### config.mk
export PLATFORM = sky130hd
export DESIGN_NAME = multicycle_ctrl
export DESIGN_NICKNAME = d
export VERILOG_FILES = /design/src/rtl/multicycle_ctrl.sv
export SDC_FILE = /design/constraint.sdc
export NUM_CORES = 1
export LEC_CHECK = 0
export ABC_AREA = 1
export CORE_AREA = 2 2 39 41
export CTS_BUF_LIST = sky130_fd_sc_hd__clkbuf_4 sky130_fd_sc_hd__clkbuf_8
export CTS_CLUSTER_DIAMETER = 80
export DETAILED_ROUTE_END_ITERATION = 10
export DIE_AREA = 0 0 41 43
export GPL_ROUTABILITY_DRIVEN = 0
export PLACE_DENSITY = 0.86
export SLEW_MARGIN = 0
export SYNTH_ARGS = -nofsm -noshare
export SYNTH_HDL_FRONTEND = slang
export SYNTH_SLANG_ARGS = --single-unit
export TNS_END_PERCENT = 30
### constraint.sdc
create_clock -name clk -period 2.2 [get_ports clk]
set_clock_uncertainty 0.05 [all_clocks]
set_input_delay 0.44 -clock clk [delete_from_list [all_inputs] [get_ports clk]]
set_output_delay 0.44 -clock clk [all_outputs]
set_load 0.005 [all_outputs]
### src/rtl/multicycle_ctrl.sv
// Main control FSM of the multicycle MIPS-subset datapath.
// Sequences fetch/decode/execute/memory/writeback and drives every datapath enable.
module multicycle_ctrl #(
    parameter logic MEM_WAIT_EN = 1'b1
) (
    input  logic       clk,
    input  logic       rst_n,
    input  logic [5:0] opcode,
    input  logic       mem_ready,
    output logic       pc_write,
    output logic       pc_write_cond,
    output logic       iord,
    output logic       mem_read,
    output logic       mem_write,
    output logic       ir_write,
    output logic       mem_to_reg,
    output logic       reg_dst,
    output logic       reg_write,
    output logic       alu_src_a,
    output logic [1:0] alu_src_b,
    output logic [1:0] alu_op,
    output logic [1:0] pc_source,
    output logic       illegal_op,
    output logic [3:0] state_out
);

    typedef enum logic [3:0] {
        FETCH  = 4'd0,
        DECODE = 4'd1,
        MEMADR = 4'd2,
        MEMRD  = 4'd3,
        MEMWB  = 4'd4,
        MEMWR  = 4'd5,
        EXEC   = 4'd6,
        ALUWB  = 4'd7,
        BRANCH = 4'd8,
        ADDIEX = 4'd9,
        ADDIWB = 4'd10,
        JUMP   = 4'd11
    } state_t;

    localparam logic [5:0] OP_RTYPE = 6'h00;
    localparam logic [5:0] OP_J     = 6'h02;
    localparam logic [5:0] OP_BEQ   = 6'h04;
    localparam logic [5:0] OP_ADDI  = 6'h08;
    localparam logic [5:0] OP_LW    = 6'h23;
    localparam logic [5:0] OP_SW    = 6'h2B;

    state_t state, state_nxt;
    logic   mem_ok;
    logic   op_legal;

    // With wait states disabled the memory is assumed to always answer in one cycle
    assign mem_ok    = mem_ready | ~MEM_WAIT_EN;
    assign state_out = state;

    always_comb begin
        unique case (opcode)
            OP_RTYPE, OP_J, OP_BEQ, OP_ADDI, OP_LW, OP_SW: op_legal = 1'b1;
            default:                                       op_legal = 1'b0;
        endcase
    end

    always_ff @(posedge clk or negedge rst_n) begin
        if (!rst_n) state <= FETCH;
        else        state <= state_nxt;
    end

    always_ff @(posedge clk or negedge rst_n) begin
        if (!rst_n)                         illegal_op <= 1'b0;
        else if (state == DECODE && !op_legal) illegal_op <= 1'b1;
    end

    always_comb begin
        state_nxt = FETCH;
        case (state)
            FETCH:  state_nxt = mem_ok ? DECODE : FETCH;
            DECODE: begin
                case (opcode)
                    OP_RTYPE:     state_nxt = EXEC;
                    OP_LW, OP_SW: state_nxt = MEMADR;
                    OP_BEQ:       state_nxt = BRANCH;
                    OP_ADDI:      state_nxt = ADDIEX;
                    OP_J:         state_nxt = JUMP;
                    default:      state_nxt = FETCH;
                endcase
            end
            MEMADR: state_nxt = (opcode == OP_LW) ? MEMRD : MEMWR;
            MEMRD:  state_nxt = mem_ok ? MEMWB : MEMRD;
            MEMWR:  state_nxt = mem_ok ? FETCH : MEMWR;
            EXEC:   state_nxt = ALUWB;
            ADDIEX: state_nxt = ADDIWB;
            default: state_nxt = FETCH;
        endcase
    end

    always_comb begin
        pc_write      = 1'b0;
        pc_write_cond = 1'b0;
        iord          = 1'b0;
        mem_read      = 1'b0;
        mem_write     = 1'b0;
        ir_write      = 1'b0;
        mem_to_reg    = 1'b0;
        reg_dst       = 1'b0;
        reg_write     = 1'b0;
        alu_src_a     = 1'b0;
        alu_src_b     = 2'd0;
        alu_op        = 2'd0;
        pc_source     = 2'd0;
        case (state)
            FETCH: begin
                mem_read  = 1'b1;
                alu_src_b = 2'd1;
                ir_write  = mem_ok;
                pc_write  = mem_ok;
            end
            DECODE:  alu_src_b = 2'd3;
            MEMADR, ADDIEX: begin
                alu_src_a = 1'b1;
                alu_src_b = 2'd2;
            end
            MEMRD: begin
                mem_read = 1'b1;
                iord     = 1'b1;
            end
            MEMWB: begin
                reg_write  = 1'b1;
                mem_to_reg = 1'b1;
            end
            MEMWR: begin
                mem_write = 1'b1;
                iord      = 1'b1;
            end
            EXEC: begin
                alu_src_a = 1'b1;
                alu_op    = 2'd2;
            end
            ALUWB: begin
                reg_write = 1'b1;
                reg_dst   = 1'b1;
            end
            BRANCH: begin
                alu_src_a     = 1'b1;
                alu_op        = 2'd1;
                pc_write_cond = 1'b1;
                pc_source     = 2'd1;
            end
            ADDIWB:  reg_write = 1'b1;
            JUMP: begin
                pc_write  = 1'b1;
                pc_source = 2'd2;
            end
            default: ;
        endcase
    end

endmodule

==> flow_summary.yaml, run 1 <==
global_route:
  grt_max_degree: 8
  overflow: 0
  antenna_found_initial: 0
  grt_usage_pct: 18.5
  grt_pass1_vias: 571
  grt_pass1_wl_um: 2230
final_layout:
  diodes: 0
  drive_gt1_share_pct: 19.8
  areaGrowthSynthToFinish_pct: 68.1
  utilization_pct: 65.6
  fin_cells: 142
  final_nets: 136
  fin_area_um2: 908
setup_path:
  worstPathRequired_ns: 1.71
  reg2reg_slack_ns: 0.99
  path_class: "reg -> out"
  path_cells: "nor2_4 -> inv_2 -> o21ai_0 -> clkdlybuf4s50_1"
  cpMaxStageDelayCell: "clkdlybuf4s50_1"
  crit_path_start_kind: "flip-flop"
  crit_path_start: "state_out[1]"
  max_stage_delay_ns: 0.53
  worst_ep_arrival_time_ns: 1.65
  rr_endpoint: "state_out[2]"
  end_kind: "output port"
  ff2ff_path_depth: 6
  r2r-start: "state_out[1]"
  critPathMaxFanout: 6
cts:
  cts_root_buffer: "clkbuf_4"
  clk_latency_ns: 0.24
  clkTransAtPathRegs_ns: 0.04
  cts_made_buffers: 3
  cts_tree: "yes"
  cts.sinks: 5
  clockBufferDepth: 2
  h-tree-depth: 1
  cts_setup_buffers: 0
sta:
  slew_viol_final: 0
  rsz0062_at_grt: "false"
  post-route-min-period_ns: 2.14
  final-setup-viol-count: 0
  hold_viol: 0
  worst_pin_slew_ns: 0.286
  relSlewSlack_pct: 80.8
  period_share_pct: 97.4
  fmax_ghz: 0.467
logic_synthesis:
  netlist_area_um2: 541
  synth_edf_count: 0
  yosys.area.top_type: "dfrtp_1"
  synthCells: 94
  ys_seq_area_share_pct: 23.1
  ys_seq_elements: 5
  synthMostInstantiatedCell: "nand2_1"
  synthTopCellsByArea: "dfrtp_1 23%, nand2_1 15%, nor2_1 13%"
  synth_top_area_share_pct: 23.1
  synth-main-ff-cell: "dfrtp_1"
  synth-async-reset-ratio_pct: 100
  synth_cell_type_count: 18
  syn_avg_cell_area_um2: 5.75
  yosys_warnings: 0
  synthTopCellsByCount: "21 x nand2_1, 19 x nor2_1, 16 x inv_1"
  syn-num-nets: 103
min_path:
  min_path_type: "in -> async"
placement:
  dpl.cell_count: 138
  port-buffer-count: 29
  placed_area_um2: 843
  hpwl_um: 1210
power_and_ir_drop:
  p_total_uw: 510
  power_leakage_uw: 0.000487
  peakVddDrop_uv: 509
  power_density_nw_per_um2: 562
run_status:
  status: "finished, final reports clean"
floorplan:
  initial_core_util_pct: 39.1
  dieHeight_um: 43
  dieArea_um2: 1760
  rows: 14
  core_um2: 1380
  top_level_ports: 30
  dieWidth_um: 41
routing:
  initialDrtViolationCount: 15
  vias: 682
  first_pass_iters: 5
  routedWlPerCell_um: 10.1
  antenna_left: 0
  wl_um: 1440
  vias_per_cell: 4.80
  drc_errors: 0
run:
  cap_violations: 0
-- logic make-up after synthesis --
group                  synth area share (%)
and+or+nand+nor                        51.4
buffers and inverters                  15.0
AOI/OAI and AO/OA                      10.4
DFF                                    23.1
-- per-stage QoR --
stage / worst slack [ns] / setup TNS (ns) / hold WS, ns
after floorplan: 0.737 / 0 / 0.0944
after global placement: 0.0997 / 0 / 0.397
after detailed placement: 0.0791 / 0 / 0.408
after CTS: -0.00747 / -0.00747 / 0.367
after global routing: 0.0101 / 0 / 0.380
final: 0.0576 / 0 / 0.368
-- what timing repair did --
item	4_1_cts	5_1_grt
pin swaps	0	1
hold buffers	0	0
gates resized for setup	8	8
setup endpoints to repair	4	9
-- layout make-up --
class	count	area, um2
fillers	127	475
clock buffers	4	30.0
well taps	16	20.0
inverters	19	73.8
multi-input cells	69	354
repair buffers	29	300
flip-flops and latches	5	130
-- state kept, by name, summed over array words and instances (netlist names) --
| register | count |
|---|---|
| state_out | 4 |
| illegal_op | 1 |
-- worst max path at each step --
stage	endpoint	cells past startpoint
final	alu_src_b[1]	4
after global routing	alu_src_b[1]	4
after detailed placement	pc_write	4
after global placement	pc_write	4
after CTS	reg_write	7
after floorplan	pc_source[0]	5
-- layer usage --
| metal | GRT usage (%) | wire length, um | up-vias | part of all wire (%) |
|---|---|---|---|---|
| met2 | 31.9 | 748 | 32 | 52 |
| met4 | 2.00 | 0 | 0 | 0 |
| met3 | 8.90 | 135 | 0 | 9.4 |
| met5 | 0 | 0 | - | 0 |
| li1 | - | - | 358 | - |
| met1 | 20.1 | 555 | 292 | 39 |
-- worst max-delay path: cells and delay by family, from the launching register on --
family	cells	cell delay, ns
AOI/OAI and AO/OA	1	0.18
and+or+nand+nor	1	0.15
buffers and inverters	2	0.62
DFF	1	0.46
-- placed cells by master (no fill, tap or decap) --
cell / instances
nand2_1: 20
clkdlybuf4s50_1: 25
nor2_1: 16
nor2_8: 1
nand2_2: 2
inv_1: 14
o21ai_0: 6
dlymetal6s2s_1: 4
dfrtp_2: 4
nand3_1: 7
nand3_2: 1
inv_2: 4
inv_4: 1
nand4_1: 2
a21oi_1: 4
nor2_2: 5
nand3b_1: 1
clkbuf_4: 4
dfrtp_1: 1
nor2_4: 3
o22ai_1: 1
-- power breakdown --
part           switching [uW]  internal (uW)  leakage [uW]
clock network            35.8           80.7     0.0000184
logic                     135            134      0.000412
registers                19.8            104     0.0000567
total                     191            320      0.000487
Power figures use the tool's default switching activity.
==> run 2: changes to the inputs <==
--- a/config.mk
+++ b/config.mk
@@ -6,13 +6,12 @@
 export NUM_CORES = 1
 export LEC_CHECK = 0
 export ABC_AREA = 1
-export CORE_AREA = 2 2 39 41
+export CORE_UTILIZATION = 39
 export CTS_BUF_LIST = sky130_fd_sc_hd__clkbuf_4 sky130_fd_sc_hd__clkbuf_8
 export CTS_CLUSTER_DIAMETER = 80
 export DETAILED_ROUTE_END_ITERATION = 10
-export DIE_AREA = 0 0 41 43
 export GPL_ROUTABILITY_DRIVEN = 0
-export PLACE_DENSITY = 0.86
+export PLACE_DENSITY = 0.83
 export SLEW_MARGIN = 0
 export SYNTH_ARGS = -nofsm -noshare
 export SYNTH_HDL_FRONTEND = slang
==> constraint.sdc (replaced) <==
create_clock -name clk -period 2.18 [get_ports clk]
set_clock_uncertainty 0.05 [all_clocks]
set_input_delay 0.436 -clock clk [delete_from_list [all_inputs] [get_ports clk]]
set_output_delay 0.436 -clock clk [all_outputs]
set_load 0.005 [all_outputs]
==> run 2 against run 1 <==
Effect of this change:
- first-iteration DRC count unchanged
- worst hold slack got worse by 0.019 ns
- global-route usage increased by 2.9 points
- critical endpoint unchanged
==> flow_summary.yaml, run 2 (synthesized netlist as in run 1, its figures left out) <==
floorplan:
  dieHeight_um: 39.2
  top_level_ports: 30
  dieArea_um2: 1540
  dieWidth_um: 39.2
  rows: 13
  core_um2: 1300
  initial_core_util_pct: 41.5
routing:
  wl_um: 1460
  initialDrtViolationCount: 15
  routedWlPerCell_um: 10.1
  vias: 697
  drc_errors: 0
  vias_per_cell: 4.84
  antenna_left: 0
  first_pass_iters: 4
sta:
  period_share_pct: 97.3
  fmax_ghz: 0.472
  worst_pin_slew_ns: 0.286
  rsz0062_at_grt: "true"
  hold_viol: 0
  relSlewSlack_pct: 80.9
  post-route-min-period_ns: 2.12
  fin_hold_ws_ns: 0.349
  final-setup-viol-count: 0
  slew_viol_final: 0
cts:
  cts.sinks: 5
  clk_latency_ns: 0.26
  clkTransAtPathRegs_ns: 0.05
  cts_tree: "yes"
  cts_root_buffer: "clkbuf_4"
  cts_hold_buffers: 0
  h-tree-depth: 1
  clockBufferDepth: 2
  cts_made_buffers: 3
final_layout:
  diodes: 0
  fillers: 117
  areaGrowthSynthToFinish_pct: 70.1
  final_common_cell: "clkdlybuf4s50_1"
  drive_gt1_share_pct: 21.7
  final_cell_mix: "24 x clkdlybuf4s50_1, 20 x nand2_1, 16 x nor2_1, 14 x inv_1, 7 x nand3_1"
  final_nets: 139
  largest_reg_flops: 4
setup_path:
  cpMaxStageDelayCell: "clkdlybuf4s50_1"
  critPathMaxFanout: 4
  worst_ep_arrival_time_ns: 1.63
  end_kind: "output port"
  crit_buf_inv: 2
  path_cells: "nor2_4 -> buf_4 -> nand2_1 -> o21ai_1 -> clkdlybuf4s50_1"
  worstPathRequired_ns: 1.69
  path_class: "reg -> out"
  max_stage_delay_ns: 0.52
  crit_path_start_kind: "flip-flop"
  cp_top_family: "buffers and inverters"
power_and_ir_drop:
  p_total_uw: 530
  power_density_nw_per_um2: 577
  power_leakage_uw: 0.000497
  peakVddDrop_uv: 468
global_route:
  grt_max_degree: 8
  grt_usage_pct: 21.5
  grt_pass1_wl_um: 2170
  antenna_found_initial: 0
  overflow: 0
  grt_pass1_vias: 563
placement:
  port-buffer-count: 29
  hpwl_um: 1110
run:
  cap_violations: 0
run_status:
  status: "finished, final reports clean"
min_path:
  min_path_type: "in -> async"
## run 2: cell count changes in the layout (fill, tap and decap cells not counted)
cell | previous run | this run
buf_4 | 0 | 3
clkdlybuf4s50_1 | 25 | 24
dlygate4sd2_1 | 0 | 2
dlymetal6s2s_1 | 4 | 3
nor2_2 | 5 | 6
nor2_4 | 3 | 2
o21ai_0 | 6 | 4
o21ai_1 | 0 | 2
## run 2: worst paths after layout
check                             startpoint      endpoint  cells past startpoint  slack [ns]
min in group clk                  illegal_op    illegal_op                      2        0.41
worst max-delay path            state_out[3]  alu_src_b[1]                      5        0.06
worst min-delay path                   rst_n  state_out[1]                      1        0.35
worst max register to register  state_out[0]  state_out[1]                      7        0.92
worst min register to register    illegal_op    illegal_op                      2        0.41
max in group asynchronous              rst_n  state_out[3]                      1        1.51
## run 2: layout make-up
type | count | area, um2 | share of cell area (%)
timing repair buffer | 32 | 318 | 34.6
multi-input combinational | 69 | 349 | 38.0
clock buffer | 4 | 30.0 | 3.27
inverter | 19 | 73.8 | 8.03
sequential | 5 | 130 | 14.1
tap | 15 | 18.8 | 2.04
## run 2: power by group
group	switching, uW	internal, uW	total, uW
clock network	44.3	82.0	126
logic	140	144	283
registers	15.2	105	120
total	199	331	530
## run 2: per-layer routing
metal | global-route usage (%) | share of wire (%)
met3 | 8.09 | 9.4
met4 | 7.76 | 1.5
met1 | 21.4 | 37
met2 | 39.6 | 52
met5 | 0 | 0
## run 2: per-stage QoR
| step | cell area, um2 | std cells | setup TNS [ns] | setup slack, ns | util (%) |
|---|---|---|---|---|---|
| after floorplan | 541 | 94 | 0 | 0.721 | - |
| after global placement | 842 | 137 | 0 | 0.0888 | 64.7 |
| after detailed placement | 842 | 137 | 0 | 0.0451 | 64.7 |
| after CTS | 887 | 141 | -0.0145 | -0.0145 | 68.2 |
| after global routing | 920 | 144 | -0.0321 | -0.0265 | 70.7 |
| final | 920 | 144 | 0 | 0.0599 | 70.7 |
## run 2: what timing repair did
item	4_1_cts	5_1_grt
buffers inserted	0	3
setup endpoints to repair	8	8
pin swaps	0	1
gates cloned	0	0
resized for setup	11	7
